$ cat src/rtl/alu_regfile_pkg.sv
// Shared opcode definitions for the pipelined ALU/register-file datapath.
package alu_regfile_pkg;

    localparam int ALUOP_W = 3;

    typedef enum logic [ALUOP_W-1:0] {
        ALU_ADD = 3'd0,
        ALU_SUB = 3'd1,
        ALU_AND = 3'd2,
        ALU_OR  = 3'd3,
        ALU_XOR = 3'd4,
        ALU_SLT = 3'd5,
        ALU_SLL = 3'd6,
        ALU_SRL = 3'd7
    } alu_op_e;

endpackage

$ cat src/rtl/alu_regfile_pipe_regfile_2r2w.sv
// Register array with two asynchronous read ports and two write ports.
// Port A (ALU writeback) beats port B (external) when both hit the same entry.
module regfile_2r2w #(
    parameter int WIDTH    = 8,
    parameter int ADDR_W   = 2,
    parameter bit ZERO_REG = 1'b0
) (
    input  logic              clk,
    input  logic              rst_n,
    input  logic              we_a,
    input  logic [ADDR_W-1:0] addr_a,
    input  logic [WIDTH-1:0]  data_a,
    input  logic              we_b,
    input  logic [ADDR_W-1:0] addr_b,
    input  logic [WIDTH-1:0]  data_b,
    input  logic [ADDR_W-1:0] ra1,
    output logic [WIDTH-1:0]  rd1,
    input  logic [ADDR_W-1:0] ra2,
    output logic [WIDTH-1:0]  rd2
);

    localparam int NUM_REGS = 2 ** ADDR_W;

    logic [WIDTH-1:0] mem_q [NUM_REGS];
    logic [WIDTH-1:0] mem_d [NUM_REGS];

    // Port A is applied last so it overrides port B on an address match.
    always_comb begin
        mem_d = mem_q;
        if (we_b) mem_d[addr_b] = data_b;
        if (we_a) mem_d[addr_a] = data_a;
        if (ZERO_REG) mem_d[0] = '0;
    end

    always_ff @(posedge clk or negedge rst_n) begin
        if (!rst_n) begin
            for (int i = 0; i < NUM_REGS; i++) mem_q[i] <= '0;
        end else begin
            mem_q <= mem_d;
        end
    end

    assign rd1 = (ZERO_REG && ra1 == '0) ? '0 : mem_q[ra1];
    assign rd2 = (ZERO_REG && ra2 == '0) ? '0 : mem_q[ra2];

endmodule

$ cat src/rtl/alu_regfile_pipe.sv
// Register file feeding a one-stage registered ALU with automatic writeback
// and a result bypass so dependent back-to-back operations never stall.
module alu_regfile_pipe
    import alu_regfile_pkg::*;
#(
    parameter int WIDTH    = 8,
    parameter int ADDR_W   = 2,
    parameter bit ZERO_REG = 1'b0
) (
    input  logic               clk,
    input  logic               rst,
    input  logic               RegWrite,
    input  logic [ADDR_W-1:0]  WriteAddr,
    input  logic [WIDTH-1:0]   WriteData,
    input  logic [ADDR_W-1:0]  ReadAddr1,
    input  logic [ADDR_W-1:0]  ReadAddr2,
    input  logic [WIDTH-1:0]   Instr_i,
    input  logic               ALUSrc1,
    input  logic               ALUSrc2,
    input  logic [ALUOP_W-1:0] ALUOp,
    input  logic               valid_i,
    input  logic               WbEn,
    input  logic [ADDR_W-1:0]  WbAddr,
    output logic [WIDTH-1:0]   input1,
    output logic [WIDTH-1:0]   input2,
    output logic [WIDTH-1:0]   result,
    output logic               valid_o,
    output logic               ovf,
    output logic               zero,
    output logic               take_branch
);

    alu_op_e           op;
    logic [WIDTH-1:0]  rd1, rd2;
    logic [WIDTH-1:0]  sum, diff, alu_res;
    logic              alu_ovf, alu_branch;
    logic              wb_live, byp1, byp2;

    logic [WIDTH-1:0]  result_q, result_d;
    logic              valid_q, valid_d;
    logic              ovf_q, ovf_d;
    logic              zero_q, zero_d;
    logic              branch_q, branch_d;
    logic              wb_en_q, wb_en_d;
    logic [ADDR_W-1:0] wb_addr_q, wb_addr_d;

    assign op = alu_op_e'(ALUOp);

    regfile_2r2w #(
        .WIDTH   (WIDTH),
        .ADDR_W  (ADDR_W),
        .ZERO_REG(ZERO_REG)
    ) u_regfile (
        .clk   (clk),
        .rst_n (rst),
        .we_a  (wb_en_q),
        .addr_a(wb_addr_q),
        .data_a(result_q),
        .we_b  (RegWrite),
        .addr_b(WriteAddr),
        .data_b(WriteData),
        .ra1   (ReadAddr1),
        .rd1   (rd1),
        .ra2   (ReadAddr2),
        .rd2   (rd2)
    );

    // A writeback into a hard-wired zero register never lands, so never forward it.
    assign wb_live = wb_en_q && !(ZERO_REG && wb_addr_q == '0);
    assign byp1    = wb_live && (ReadAddr1 == wb_addr_q);
    assign byp2    = wb_live && (ReadAddr2 == wb_addr_q);

    assign input1 = ALUSrc1 ? Instr_i : (byp1 ? result_q : rd1);
    assign input2 = ALUSrc2 ? Instr_i : (byp2 ? result_q : rd2);

    assign sum  = input1 + input2;
    assign diff = input1 - input2;

    always_comb begin
        alu_res    = '0;
        alu_ovf    = 1'b0;
        alu_branch = (op == ALU_SUB) && (input1 == input2);
        case (op)
            ALU_ADD: begin
                alu_res = sum;
                alu_ovf = (input1[WIDTH-1] == input2[WIDTH-1]) && (sum[WIDTH-1] != input1[WIDTH-1]);
            end
            ALU_SUB: begin
                alu_res = diff;
                alu_ovf = (input1[WIDTH-1] != input2[WIDTH-1]) && (diff[WIDTH-1] != input1[WIDTH-1]);
            end
            ALU_AND: alu_res = input1 & input2;
            ALU_OR:  alu_res = input1 | input2;
            ALU_XOR: alu_res = input1 ^ input2;
            ALU_SLT: alu_res = {{(WIDTH-1){1'b0}}, ($signed(input1) < $signed(input2))};
            ALU_SLL: alu_res = input1 << input2[2:0];
            ALU_SRL: alu_res = input1 >> input2[2:0];
            default: alu_res = '0;
        endcase
    end

    // Idle cycles keep the last result and flags but never schedule a writeback.
    always_comb begin
        result_d  = result_q;
        ovf_d     = ovf_q;
        zero_d    = zero_q;
        branch_d  = branch_q;
        wb_addr_d = wb_addr_q;
        valid_d   = valid_i;
        wb_en_d   = 1'b0;
        if (valid_i) begin
            result_d  = alu_res;
            ovf_d     = alu_ovf;
            zero_d    = (alu_res == '0);
            branch_d  = alu_branch;
            wb_en_d   = WbEn;
            wb_addr_d = WbAddr;
        end
    end

    always_ff @(posedge clk or negedge rst) begin
        if (!rst) begin
            result_q  <= '0;
            valid_q   <= 1'b0;
            ovf_q     <= 1'b0;
            zero_q    <= 1'b0;
            branch_q  <= 1'b0;
            wb_en_q   <= 1'b0;
            wb_addr_q <= '0;
        end else begin
            result_q  <= result_d;
            valid_q   <= valid_d;
            ovf_q     <= ovf_d;
            zero_q    <= zero_d;
            branch_q  <= branch_d;
            wb_en_q   <= wb_en_d;
            wb_addr_q <= wb_addr_d;
        end
    end

    assign result      = result_q;
    assign valid_o     = valid_q;
    assign ovf         = ovf_q;
    assign zero        = zero_q;
    assign take_branch = branch_q;

endmodule

$ cat config.mk
export PLATFORM = sky130hd
export DESIGN_NAME = alu_regfile_pipe
export DESIGN_NICKNAME = d
export VERILOG_FILES = /design/src/rtl/alu_regfile_pkg.sv /design/src/rtl/alu_regfile_pipe_regfile_2r2w.sv /design/src/rtl/alu_regfile_pipe.sv
export SDC_FILE = /design/constraint.sdc
export NUM_CORES = 1
export LEC_CHECK = 0
export BUFFER_PORTS_ARGS = -buffer_cell sky130_fd_sc_hd__buf_2
export CAP_MARGIN = 20
export CORE_UTILIZATION = 50
export DETAILED_ROUTE_END_ITERATION = 10
export PLACE_DENSITY = 0.73
export SLEW_MARGIN = 25
export SYNTH_ARGS = -nofsm -noshare
export SYNTH_HDL_FRONTEND = slang
export SYNTH_HIERARCHICAL = 1
export SYNTH_SLANG_ARGS = --single-unit
$ cat constraint.sdc
create_clock -name clk -period 3.5 [get_ports clk]
set_clock_uncertainty 0.05 [all_clocks]
set_input_delay 0.175 -clock clk [delete_from_list [all_inputs] [get_ports clk]]
set_output_delay 0.175 -clock clk [all_outputs]
set_load 0.005 [all_outputs]
# Yosys cells after proc, flatten, opt, wreduce, memory -nomap -nowiden
# Cells that the tools add are included.
dict set report word_totals {
  inputBits 34
  romBits 0
  latch_bits 0
  mem_bits_rw 0
  out_inout_bits 28
  regBits 47
  mem_count 0
  wordCells 73
}
dict set report op_classes {
  n_shift 2
  div 0
  n_addsub 2
  multipliers 0
  bitwise_logic 7
  order_cmp 7
  n_eq_ne 14
  muxes 21
  n_reduce_logical 9
}
# op count
set op_table {}
lappend op_table {{two-way mux 8 bit} 10}
lappend op_table {{bitwise mux 32 bit} 2}
lappend op_table {{two-way mux 32 bit} 2}
lappend op_table {{one-hot mux 8 bit (8 select lines)} 1}
lappend op_table {{binary-select mux 8 bit (select 2 bit)} 2}
lappend op_table {{demux 8 bit (select 2 bit)} 2}
lappend op_table {{equality test 3 bit (second input constant)} 4}
lappend op_table {{>= comparator 3 bit (second input constant)} 4}
lappend op_table {{NOT 2 -> 3 bit} 4}
lappend op_table {{adder 8 bit} 1}
lappend op_table {{bitwise AND 8 bit} 1}
lappend op_table {{equality test 8 bit} 1}
lappend op_table {{zero test 8 bit} 1}
lappend op_table {{less-than comparator 8 bit} 1}
lappend op_table {{OR 8 bit} 1}
lappend op_table {{left shift 8 x 3 -> 8 bit} 1}
lappend op_table {{>> shifter 8 x 3 -> 8 bit} 1}
lappend op_table {{subtractor 8 bit} 1}
lappend op_table {{bitwise XOR 8 bit} 1}
lappend op_table {{logical AND 1 bit} 7}
lappend op_table {{equality test 3 x 2 -> 1 bit (second input constant)} 2}
lappend op_table {{less-than comparator 3 x 1 -> 1 bit (second input constant)} 2}
lappend op_table {{equality test 2 bit} 2}
lappend op_table {{equality test 3 x 1 -> 1 bit (second input constant)} 1}
lappend op_table {{other kinds (5)} 7}

# Depth between registers and ports, before layout
# Gate-level depths: netlist of the first run.
dict set report depth {
  ltp_word 10
  ltp_mapped 18
  mapped_depth_nobuf 16
}

# Modules after synthesis
# Netlist of the first run, hierarchy kept.
# module cells_each seq_area_each_um2 area_each_um2 instances
set by_module_without_submodules {}
lappend by_module_without_submodules {alu_regfile_pipe 371 375.4 2800.2 1}
lappend by_module_without_submodules {regfile_2r2w 204 800.8 1969.4 1}

# Least setup slack after synthesis of the first run
# OpenSTA, ideal clock, no wires.
dict set report synth_timing {
  path_type {input port to flip-flop}
  startpoint {input ReadAddr2[0]}
  endpoint {register zero_q, in the netlist zero}
  arrival_time_ns 3.733
  slack_ns -0.351
  n_path_buf 2
  path_stages 15
  cell_sequence {buf_2 mux4_2 o31a_1 o31ai_4 buf_2 ha_1 nor2b_1 o21ai_0 a21oi_1 o21ai_0 mux2_2 a221oi_1 a21oi_1 o32ai_1 a32o_1}
}
dict set report synth_via {
  elab_chain_cells 9
}
# item line_no
set synth_rtl {}
lappend synth_rtl {{start: declaration} alu_regfile_pipe.sv:16} ;# input logic [ADDR_W-1:0] ReadAddr2,
lappend synth_rtl {{NOT 2 -> 3 bit (not written as such) (*)} alu_regfile_pipe_regfile_2r2w.sv:44} ;# assign rd2 = (ZERO_REG && ra2 == '0) ? '0 : mem_q[ra2];
lappend synth_rtl {{binary-select mux 8 bit (select 2 bit) (*)} alu_regfile_pipe_regfile_2r2w.sv:44}
lappend synth_rtl {{two-way mux 8 bit (not written as such) (*) (2 in series)} alu_regfile_pipe_regfile_2r2w.sv:44}
lappend synth_rtl {{named net rd2[1]} alu_regfile_pipe.sv:34} ;# logic [WIDTH-1:0] rd1, rd2;
lappend synth_rtl {{two-way mux 8 bit (*) (2 in series)} alu_regfile_pipe.sv:74} ;# assign input2 = ALUSrc2 ? Instr_i : (byp2 ? result_q : rd2);
lappend synth_rtl {{subtractor 8 bit (tied with other cells)} alu_regfile_pipe.sv:77} ;# assign diff = input1 - input2;
lappend synth_rtl {{one-hot mux 8 bit (8 select lines) (*)} alu_regfile_pipe.sv:83} ;# case (op)
lappend synth_rtl {{zero test 8 bit (*)} alu_regfile_pipe.sv:114} ;# zero_d = (alu_res == '0);
lappend synth_rtl {{end signal: assignment} alu_regfile_pipe.sv:134} ;# zero_q <= zero_d;
lappend synth_rtl {{end: declaration} alu_regfile_pipe.sv:42} ;# logic zero_q, zero_d;
# The timed path passes the listed nets; every way through them passes the cells marked *. The select of a mux whose other input is x is not followed.
# A chain may end at the register's enable or synchronous reset.

# Worst setup path after layout of the first run
dict set report layout_timing {
  startpoint {register wb_addr_q[1]}
  endpoint {register result_q[7], in the netlist result[7]}
}
dict set report layout_via {
  elab_chain_cells 6
}
# item line_no
set layout_rtl {}
lappend layout_rtl {{start: declaration} alu_regfile_pipe.sv:45} ;# logic [ADDR_W-1:0] wb_addr_q, wb_addr_d;
lappend layout_rtl {{start signal: assignment} alu_regfile_pipe.sv:137} ;# wb_addr_q <= wb_addr_d;
lappend layout_rtl {{equality test 2 bit, on equally long branches} {alu_regfile_pipe.sv:70, alu_regfile_pipe.sv:71}}
lappend layout_rtl {{logical AND 1 bit, on equally long branches} {alu_regfile_pipe.sv:70, alu_regfile_pipe.sv:71}}
lappend layout_rtl {{two-way mux 8 bit, on equally long branches (2 in series)} {alu_regfile_pipe.sv:73, alu_regfile_pipe.sv:74}}
lappend layout_rtl {{subtractor 8 bit (tied with other cells)} alu_regfile_pipe.sv:77}
lappend layout_rtl {{one-hot mux 8 bit (8 select lines) (*)} alu_regfile_pipe.sv:83}
lappend layout_rtl {{end signal: assignment} alu_regfile_pipe.sv:131} ;# result_q <= result_d;
lappend layout_rtl {{end: declaration} alu_regfile_pipe.sv:39} ;# logic [WIDTH-1:0] result_q, result_d;
# Mark *: on every way between the ends. The rest lies on a longest branch, timed or not.

==> results.sh, run 1 <==
export IMPL_die_w_um=99.7
export IMPL_slew_violations=0
export IMPL_grt_pass1_vias=4753
export IMPL_io_pins=62
export IMPL_grt_overflow=0
export IMPL_antenna_found_initial=0
export IMPL_critPathRequiredTime_ns=3.61
export IMPL_io_buffer_count=61
export IMPL_cp_start_kind="flip-flop"
export IMPL_yosys_warnings=6
export IMPL_grtUsageMet1=0.495
export IMPL_hpwl_um=12300
export IMPL_synth_nets=636
export IMPL_p_leak_nw=2.81
export IMPL_fin_crit_ns=3.75
export IMPL_hp_class="in -> reg"
export IMPL_crit_fanout=4
export IMPL_yosysTopAreaCell="dfrtp_1"
export IMPL_drive_above_1_share=0.364
export IMPL_synth_mux_area_frac=0.139
export IMPL_route_detailed_drc=0
export IMPL_cap_viol_max_count=0
export IMPL_wirelength_um=16400
export IMPL_synth_area_per_cell_sq_um=8.29
export IMPL_htreeDepth=2
export IMPL_hold_viol=0
export IMPL_worst_slack_ns=-0.253
export IMPL_die_y_um=99.7
export IMPL_cts_buffers_inserted=5
export IMPL_finalSetupViolCount=4
export IMPL_synth_simple_area_share=0.202
export IMPL_cts_root_buffer="clkbuf_8"
export IMPL_ys_types=74
export IMPL_criticalPathCategory="reg -> reg"
export IMPL_grt_pass1_wl_um=25500
export IMPL_critPathCaptureType="flip-flop"
export IMPL_via_count=5096
export IMPL_synthTopCellsByArea="dfrtp_1 25%, nand2_1 7.7%, mux4_2 7.6%"
export IMPL_rsz0062_at_grt="true"
export IMPL_layout_nets=763
export IMPL_powerDensity_nw_per_um2=501
export IMPL_max_clock_freq_ghz=0.266
export IMPL_seq_area_frac_synth=0.247
export IMPL_synth_area_sq_um=4770
export IMPL_synthXorXnorAreaFrac=0.0273
export IMPL_violations="negative setup slack"
export IMPL_syn_inst=575
export IMPL_cts_tree="done"
export IMPL_grt_util_met3=0.0548
export IMPL_start_util=0.516
export IMPL_tightest_slew_ns=0.864
export IMPL_slew_headroom=0.424
export IMPL_rows=35
export IMPL_status="finished with violations"
export IMPL_ys_flop_type="dfrtp_1"
export IMPL_avgViaCountPerCell=6.13
export IMPL_crit_arrival_ns=3.87
export IMPL_clk_latency_ns=0.30
export IMPL_vdd_ir_drop_max_mv=0.307
export IMPL_synth_seq_cells=47
export IMPL_synth_top_family_by_area="compound AO/OA/AOI/OAI gates"
export IMPL_yosysTopAreaCellShare=0.247
export IMPL_globalRouteTotalUtil=0.331
export IMPL_finalSetupTns_ns=-0.543
export IMPL_yosysMostFrequentCell="nand2_1"
export IMPL_avgRoutedWirePerCell_um=19.7
export IMPL_async_reset_ff_frac=1.00
export IMPL_synth_commonest_cells="98 x nand2_1, 56 x nor2_1, 47 x dfrtp_1"
export IMPL_antenna_left=0
export IMPL_clk_pin_slew_ns=0.09
export IMPL_post_route_period_util=1.07
export IMPL_globalplace_congestion=0.980
export IMPL_synth_fa_ha_area_frac=0.0740
export IMPL_fp_dieArea_sq_um=9930
export IMPL_synth_compound_area_frac=0.243
export IMPL_first_pass_iters=6
export IMPL_synth_edf_count=0
export IMPL_drt_iter0_drc=418
export IMPL_grt_max_degree=48
export IMPL_core_area_sq_um=9240
export IMPL_whs_ns=0.0347
export IMPL_cts_buffer_depth=2
export IMPL_use_met2=0.509
export IMPL_area_growth_pct=30.5
export IMPL_n_antenna_cell=0
export IMPL_busiest_layer="met2"
export IMPL_cts_num_sinks=47
[worst paths after layout]
check                                    startpoint                             to  slack [ns]  depth (start not counted)
min in group asynchronous                       rst  u_regfile/mem_q[18]$_DFF_PN0_        0.38                          2
max in group asynchronous                       rst       wb_addr_q[1]$_DFFE_PN0P_        2.60                          2
setup reg to reg           wb_addr_q[1]$_DFFE_PN0P_          result[7]$_DFFE_PN0P_       -0.25                         15
setup / recovery           wb_addr_q[1]$_DFFE_PN0P_          result[7]$_DFFE_PN0P_       -0.25                         15
hold / removal                                 WbEn              wb_en_q$_DFF_PN0_        0.03                          2
hold reg to reg                     ovf$_DFFE_PN0P_                ovf$_DFFE_PN0P_        0.46                          1
[worst max-delay path, stage by stage, from the launching register on]
cell and delay [ns]:
dfrtp_2 0.48, xor2_4 0.18, or3_4 0.42, mux2i_2 0.25, o21ai_2 0.10, ha_1 0.31
inv_1 0.09, a21oi_1 0.09, a21oi_2 0.14, o22ai_2 0.13, a41o_1 0.25, a211oi_2 0.27
buf_4 0.18, or3b_2 0.44, nand4_1 0.14, o21ai_0 0.10
[stage by stage]
step | instance area [sq um] | power [W] | util | setup slack [ns] | cells
floorplan | 4860 | 0.00176 | - | 0.0125 | 575
global placement | 5790 | 0.00239 | 0.627 | -0.481 | 816
detailed placement | 5790 | 0.00242 | 0.627 | -0.404 | 816
CTS | 6040 | 0.00296 | 0.653 | -0.303 | 828
global route | 6220 | 0.00328 | 0.673 | -0.331 | 832
finish | 6220 | 0.00312 | 0.673 | -0.253 | 832
[placed cells by master (no fill, tap or decap), drive strengths merged, types with 3 or more instances in the layout]
cell type / instances
a31oi: 36
and3: 3
nor2: 58
nor3: 7
or3b: 3
nand3: 14
inv: 30
o2111ai: 3
nor4: 3
mux4: 16
dfrtp: 47
nand3b: 4
nand4: 4
o31a: 7
xnor2: 8
a211oi: 4
o31ai: 13
buf: 159
o22ai: 4
a41oi: 5
xor2: 6
mux2i: 25
nor2b: 5
o21ai: 27
o22a: 3
o211ai: 4
nand2: 98
mux2: 4
a2bb2oi: 6
nand2b: 7
ha: 25
a21oi: 22
clkbuf: 6
a221oi: 3
[routing by layer]
metal	routed length, um	part of all wire	vias to the layer above
li1	-	-	2338
met1	7120	0.44	2465
met2	7450	0.46	272
met3	1560	0.095	21
met4	221	0.014	0
met5	0	0	-
[cells by family after synthesis]
group / after synthesis
XOR/XNOR: 14
multiplexers: 45
AO/OA/AOI/OAI: 157
buffers and inverters: 71
flip-flops: 47
AND/OR/NAND/NOR: 214
adder cells (fa/ha/maj): 27
[repair_timing]
item,4_1_cts,5_1_grt
pin swaps,11,19
setup endpoints to repair,6,7
hold buffers,0,1
gates resized for setup,17,37
hold endpoints to repair,0,47
buffers inserted,4,3
[sequential cells by signal, indices dropped and copies added, names as in the netlist]
name	flops
ovf	1
zero	1
take_branch	1
u_regfile/mem_q	32
result	8
wb_addr_q	2
wb_en_q	1
valid_o	1
[power by group]
group / switching, W / internal (W) / total, W
clock: 0.000189 / 0.000286 / 0.000475
combinational: 0.000939 / 0.000900 / 0.00184
sequential: 0.000137 / 0.000665 / 0.000802
[final cells by class]
class                   instances  area (sq um)
clock buffers                   6          72.6
clock inverters                 2          60.1
fillers                       788          3020
inverters                      31           119
multi-input cells             457          3550
flip-flops and latches         47          1180
well taps                     129           161
repair buffers                160          1080
No activity file was read; power rests on OpenSTA's default activity.
==> inputs of run 2 (changes only) <==
--- a/config.mk
+++ b/config.mk
@@ -7,9 +7,11 @@
 export LEC_CHECK = 0
 export BUFFER_PORTS_ARGS = -buffer_cell sky130_fd_sc_hd__buf_2
 export CAP_MARGIN = 20
-export CORE_UTILIZATION = 50
+export CELL_PAD_IN_SITES_DETAIL_PLACEMENT = 1
+export CELL_PAD_IN_SITES_GLOBAL_PLACEMENT = 2
+export CORE_UTILIZATION = 38
 export DETAILED_ROUTE_END_ITERATION = 10
-export PLACE_DENSITY = 0.73
+export PLACE_DENSITY_LB_ADDON = 0.1
 export SLEW_MARGIN = 25
 export SYNTH_ARGS = -nofsm -noshare
 export SYNTH_HDL_FRONTEND = slang
==> constraint.sdc (replaced) <==
create_clock -name clk -period 4.4 [get_ports clk]
set_clock_uncertainty 0.05 [all_clocks]
set_input_delay 0.22 -clock clk [delete_from_list [all_inputs] [get_ports clk]]
set_output_delay 0.22 -clock clk [all_outputs]
set_load 0.005 [all_outputs]
==> results.sh, run 2 (same netlist as run 1, synthesis figures left out) <==
export IMPL_post_route_period_util=0.928
export IMPL_tightest_slew_ns=0.874
export IMPL_powerDensity_nw_per_um2=409
export IMPL_regMostFlops="u_regfile/mem_q"
export IMPL_critPathRequiredTime_ns=4.58
export IMPL_clk_latency_ns=0.29
export IMPL_die_w_um=114
export IMPL_grt_pass1_vias=4857
export IMPL_htreeDepth=2
export IMPL_crit_arrival_ns=4.27
export IMPL_io_buffer_count=61
export IMPL_slew_violations=0
export IMPL_finalSetupViolCount=0
export IMPL_cts_root_buffer="clkbuf_16"
export IMPL_vdd_ir_drop_max_mv=0.211
export IMPL_grt_pass1_wl_um=27300
export IMPL_globalRouteTotalUtil=0.274
export IMPL_finalSetupTns_ns=0
export IMPL_cts_tree="done"
export IMPL_die_y_um=114
export IMPL_postCtsSetupBuffers=0
export IMPL_drive_above_1_share=0.225
export IMPL_grt_overflow=0
export IMPL_drt_iter0_drc=220
export IMPL_p_sw_frac=0.418
export IMPL_p_switching_w=0.000933
export IMPL_final_cell_mix="98 x nand2_1, 61 x buf_2, 56 x nor2_1"
export IMPL_fp_dieArea_sq_um=13000
export IMPL_violations="negative hold slack"
export IMPL_hold_viol=38
export IMPL_final_common_cell="nand2_1"
export IMPL_worst_slack_ns=0.315
export IMPL_hpwl_um=13200
export IMPL_wirelength_um=16800
export IMPL_antenna_left=0
export IMPL_final_util=0.450
export IMPL_max_clock_freq_ghz=0.245
export IMPL_route_detailed_drc=0
export IMPL_cap_viol_max_count=0
export IMPL_area_growth_pct=14.4
export IMPL_p_int_w=0.00130
export IMPL_dp_slack_ns=0.236
export IMPL_whs_ns=-0.0319
export IMPL_cts_buffer_depth=2
export IMPL_core_area_sq_um=12100
export IMPL_avgViaCountPerCell=5.81
export IMPL_hp_class="in -> async"
export IMPL_globalplace_congestion=0.875
export IMPL_avgRoutedWirePerCell_um=21.1
export IMPL_cts_buffers_inserted=5
export IMPL_grt_max_degree=48
export IMPL_rows=40
export IMPL_via_count=4625
export IMPL_criticalPathCategory="reg -> reg"
export IMPL_first_pass_iters=4
export IMPL_clkPwrFrac=0.206
export IMPL_n_antenna_cell=0
export IMPL_critPathCaptureType="flip-flop"
export IMPL_p_seq_frac=0.291
export IMPL_status="finished with violations"
export IMPL_cp_start_kind="flip-flop"
export IMPL_slew_headroom=0.417
export IMPL_rsz0062_at_grt="false"
export IMPL_cts_num_sinks=47
export IMPL_start_util=0.394
export IMPL_p_comb_frac=0.503
export IMPL_p_leak_nw=2.41
export IMPL_antenna_found_initial=0
export IMPL_crit_fanout=8
export IMPL_clk_pin_slew_ns=0.07
export IMPL_io_pins=62
export IMPL_layout_nets=688
export IMPL_largest_register_ffs=32
export IMPL_fin_crit_ns=4.08
[run 2: changes by cell type in the layout (fill, tap and decap cells not counted), moves of 6 or more]
cell | previous run | this run
a21oi_1 | 15 | 22
o21ai_0 | 15 | 24
a21oi_2 | 6 | 0
buf_4 | 93 | 24
[run 2: cell type report]
| class | count | area, sq um |
|---|---|---|
| clock inverter | 2 | 35.0 |
| multi-input combinational | 457 | 3290 |
| timing repair buffer | 85 | 485 |
| inverter | 31 | 119 |
| sequential | 47 | 1180 |
| tap | 168 | 210 |
| fill | 1498 | 6660 |
| clock buffer | 6 | 139 |
[run 2: repair_timing]
action                     CTS  global route
hold endpoints to repair     0             0
resized for setup            0             4
setup endpoints to repair    0             2
hold buffers                 0             0
[run 2: power groups by stage]
stage               logic [W]  registers (W)  clock network [W]
CTS                   0.00111       0.000648           0.000466
floorplan            0.000761       0.000611                  0
global placement      0.00108       0.000647                  0
global route          0.00123       0.000668           0.000479
finish                0.00112       0.000650           0.000459
detailed placement    0.00111       0.000656                  0
[run 2: path summary, 6_finish.rpt]
path                            cells after the start  slack (ns)                startpoint               endpoint
worst max-delay path                               14        0.32  wb_addr_q[1]$_DFFE_PN0P_       zero$_DFFE_PN0P_
max in group asynchronous                           2        3.90                       rst  result[7]$_DFFE_PN0P_
min in group clk                                    2        0.08                      WbEn      wb_en_q$_DFF_PN0_
worst max register to register                     14        0.32  wb_addr_q[1]$_DFFE_PN0P_       zero$_DFFE_PN0P_
worst min register to register                      1        0.44           ovf$_DFFE_PN0P_        ovf$_DFFE_PN0P_
worst min-delay path                                2       -0.03                       rst  result[2]$_DFFE_PN0P_
[run 2: stage by stage]
| step | total power (W) | hold WS [ns] | cells | area [sq um] |
|---|---|---|---|---|
| final | 0.00223 | -0.0319 | 796 | 5460 |
| after global routing | 0.00237 | 0.0250 | 796 | 5460 |
| after CTS | 0.00223 | 0.00730 | 796 | 5430 |
| after detailed placement | 0.00176 | 0.314 | 788 | 5260 |
| after global placement | 0.00173 | 0.317 | 788 | 5260 |
| after floorplan | 0.00137 | -0.126 | 575 | 4770 |
[run 2: per-layer routing]
metal / routed length [um] / GRT usage
met1: 7230 / 0.349
met2: 8670 / 0.486
met3: 390 / 0.0175
met4: 514 / 0.103
met5: 0 / 0
[run 2: worst max-delay path, cell delays in order, from the launching register on]
cell,delay [ns]
dfrtp_1,0.50
xor2_2,0.26
or3_1,0.52
mux2i_1,0.17
o21ai_0,0.35
ha_1,0.32
inv_1,0.08
a21oi_1,0.07
a21oi_1,0.14
o22ai_1,0.14
a41o_1,0.26
a211oi_2,0.33
or3b_2,0.47
nand4_1,0.18
a32o_1,0.18
==> inputs of run 3 (changes only) <==
--- a/config.mk
+++ b/config.mk
@@ -6,14 +6,13 @@
 export NUM_CORES = 1
 export LEC_CHECK = 0
 export BUFFER_PORTS_ARGS = -buffer_cell sky130_fd_sc_hd__buf_2
-export CAP_MARGIN = 20
+export CAP_MARGIN = 25
 export CELL_PAD_IN_SITES_DETAIL_PLACEMENT = 1
 export CELL_PAD_IN_SITES_GLOBAL_PLACEMENT = 2
-export CORE_UTILIZATION = 38
+export CORE_UTILIZATION = 39
 export DETAILED_ROUTE_END_ITERATION = 10
 export PLACE_DENSITY_LB_ADDON = 0.1
 export SLEW_MARGIN = 25
 export SYNTH_ARGS = -nofsm -noshare
 export SYNTH_HDL_FRONTEND = slang
-export SYNTH_HIERARCHICAL = 1
 export SYNTH_SLANG_ARGS = --single-unit
==> results.sh, run 3 <==
export IMPL_cap_viol_max_count=0
export IMPL_yosysTopAreaCell="dfrtp_1"
export IMPL_slew_headroom=0.500
export IMPL_wirelength_um=16000
export IMPL_cts_buffers_inserted=5
export IMPL_ys_flop_type="dfrtp_1"
export IMPL_area_growth_pct=13.5
export IMPL_synth_area_sq_um=4660
export IMPL_largest_register_ffs=32
export IMPL_post_route_period_util=0.935
export IMPL_p_comb_frac=0.495
export IMPL_synth_simple_area_share=0.136
export IMPL_layout_nets=640
export IMPL_cts_buffer_depth=2
export IMPL_critPathCaptureType="flip-flop"
export IMPL_clk_pin_slew_ns=0.06
export IMPL_grt_util_met3=0.0252
export IMPL_synth_compound_area_frac=0.230
export IMPL_final_common_cell="nand2_1"
export IMPL_antenna_left=0
export IMPL_dp_slack_ns=0.134
export IMPL_seq_area_frac_synth=0.252
export IMPL_hold_viol=0
export IMPL_ff2ff_path_depth=16
export IMPL_route_detailed_drc=6
export IMPL_finalSetupViolCount=0
export IMPL_first_pass_iters=7
export IMPL_slew_violations=0
export IMPL_via_count=4326
export IMPL_antenna_found_initial=1
export IMPL_criticalPathCategory="reg -> reg"
export IMPL_worst_slack_ns=0.285
export IMPL_globalRouteTotalUtil=0.268
export IMPL_p_seq_frac=0.302
export IMPL_globalplace_congestion=0.972
export IMPL_rows=39
export IMPL_crit_fanout=8
export IMPL_die_y_um=111
export IMPL_synth_seq_cells=47
export IMPL_violations="design-rule violations"
export IMPL_crit_arrival_ns=4.26
export IMPL_placedCellCount=714
export IMPL_synthXorXnorAreaFrac=0.0344
export IMPL_powerDensity_nw_per_um2=423
export IMPL_regMostFlops="u_regfile.mem_q"
export IMPL_cts_root_buffer="clkbuf_16"
export IMPL_fp_dieArea_sq_um=12400
export IMPL_tightest_slew_ns=0.730
export IMPL_synth_top_family_by_area="compound AO/OA/AOI/OAI gates"
export IMPL_synth_fa_ha_area_frac=0.0757
export IMPL_final_cell_mix="72 x nand2_1, 60 x buf_2, 52 x o21ai_0"
export IMPL_postCtsSetupBuffers=0
export IMPL_avgViaCountPerCell=5.98
export IMPL_cts_num_sinks=47
export IMPL_core_area_sq_um=11500
export IMPL_setup_worst_path_start="wb_addr_q[1]$_DFFE_PN0P_"
export IMPL_htreeDepth=2
export IMPL_synth_nets=586
export IMPL_yosysTopAreaCellShare=0.252
export IMPL_r2r_end="zero$_DFFE_PN0P_"
export IMPL_hp_class="in -> reg"
export IMPL_clkPwrFrac=0.203
export IMPL_async_reset_ff_frac=1.00
export IMPL_regToRegSetupSlack_ns=0.29
export IMPL_n_antenna_cell=0
export IMPL_p_int_w=0.00131
export IMPL_clk_latency_ns=0.29
export IMPL_yosys_warnings=0
export IMPL_syn_inst=525
export IMPL_synth_edf_count=0
export IMPL_p_switching_w=0.000930
export IMPL_critPathRequiredTime_ns=4.55
export IMPL_regToRegStartpoint="wb_addr_q[1]$_DFFE_PN0P_"
export IMPL_stdcell_count=723
export IMPL_drive_above_1_share=0.224
export IMPL_io_pins=62
export IMPL_yosysMostFrequentCell="nand2_1"
export IMPL_grt_max_degree=48
export IMPL_synthTopCellsByArea="dfrtp_1 25%, mux2i_1 9.5%, ha_1 6.7%"
export IMPL_p_sw_frac=0.416
export IMPL_die_w_um=111
export IMPL_drt_iter0_drc=231
export IMPL_io_buffer_count=61
export IMPL_crit_end="zero$_DFFE_PN0P_"
export IMPL_grt_pass1_wl_um=25700
export IMPL_synth_commonest_cells="72 x nand2_1, 52 x o21ai_0, 47 x dfrtp_1"
export IMPL_grtUsageMet1=0.336
export IMPL_start_util=0.404
export IMPL_max_clock_freq_ghz=0.243
export IMPL_cts_tree="done"
export IMPL_synth_area_per_cell_sq_um=8.87
export IMPL_grt_overflow=0
export IMPL_synth_mux_area_frac=0.192
export IMPL_busiest_layer="met2"
export IMPL_avgRoutedWirePerCell_um=22.1
export IMPL_vdd_ir_drop_max_mv=0.260
export IMPL_hpwl_um=12500
export IMPL_p_leak_nw=2.40
export IMPL_fin_crit_ns=4.11
export IMPL_cp_start_kind="flip-flop"
export IMPL_ys_types=70
export IMPL_status="finished with violations"
export IMPL_grt_pass1_vias=4610
export IMPL_use_met2=0.474
[run 3: repair_timing]
action	CTS	global route
resized for setup	0	6
hold buffers	1	0
hold endpoints to repair	47	0
setup endpoints to repair	0	2
[run 3: logic make-up after synthesis]
group / count (synthesis)
compound gates: 156
simple gates: 142
buf+inv: 73
xor+xnor: 14
flops: 47
mux: 66
fa+ha+maj: 27
[run 3: layout make-up]
cell class	instances	area, sq um
fill	1392	6230
timing repair buffer	83	475
clock inverter	2	35.0
multi-input combinational	405	3140
inverter	37	141
clock buffer	6	139
sequential	47	1180
tap	143	179
[run 3: worst min path at each step]
stage                     from                            end  slack, ns  cells past startpoint
after floorplan            rst                ovf$_DFFE_PN0P_      -0.13                      0
after global placement    WbEn              wb_en_q$_DFF_PN0_       0.38                      2
after detailed placement   rst  u_regfile.mem_q[20]$_DFF_PN0_       0.24                      1
after CTS                 WbEn              wb_en_q$_DFF_PN0_       0.09                      2
after global routing      WbEn              wb_en_q$_DFF_PN0_       0.10                      2
final                     WbEn              wb_en_q$_DFF_PN0_       0.09                      2
[run 3: routing by layer]
| layer | up-vias | share of wire |
|---|---|---|
| met5 | - | 0.00081 |
| met4 | 2 | 0.033 |
| met3 | 32 | 0.023 |
| met2 | 86 | 0.51 |
| met1 | 2175 | 0.43 |
| li1 | 2031 | - |
[run 3: worst max-delay path, cell delays in order, from the launching register on]
cell      delay (ns)
dfrtp_2         0.51
xor2_2          0.26
o31ai_1         0.33
a31oi_1         0.19
buf_4           0.20
ha_1            0.23
fa_1            0.44
nor2b_1         0.15
o21ai_0         0.20
nand2b_1        0.12
a21oi_1         0.16
nor2_1          0.05
o31ai_1         0.25
xnor2_1         0.15
a221oi_2        0.33
nand4_1         0.15
o32ai_2         0.26
[run 3: per-stage QoR]
stage / hold slack [ns] / total power [W] / TNS, ns / utilization / cell area [sq um]
after floorplan: -0.126 / 0.00139 / 0 / - / 4660
after global placement: 0.382 / 0.00175 / 0 / 0.440 / 5070
after detailed placement: 0.239 / 0.00177 / 0 / 0.441 / 5070
after CTS: 0.0942 / 0.00224 / 0 / 0.457 / 5260
after global routing: 0.101 / 0.00239 / -0.0199 / 0.459 / 5290
final: 0.0939 / 0.00223 / 0 / 0.459 / 5290
[run 3: power groups by stage]
| stage | Clock, W | Sequential [W] | Combinational [W] |
|---|---|---|---|
| 6_report | 0.000454 | 0.000675 | 0.00111 |
| 5_1_grt | 0.000478 | 0.000695 | 0.00122 |
| 4_1_cts | 0.000462 | 0.000673 | 0.00110 |
| 3_5_place_dp | 0 | 0.000679 | 0.00109 |
| 3_3_place_gp | 0 | 0.000672 | 0.00107 |
| 2_1_floorplan | 0 | 0.000625 | 0.000768 |
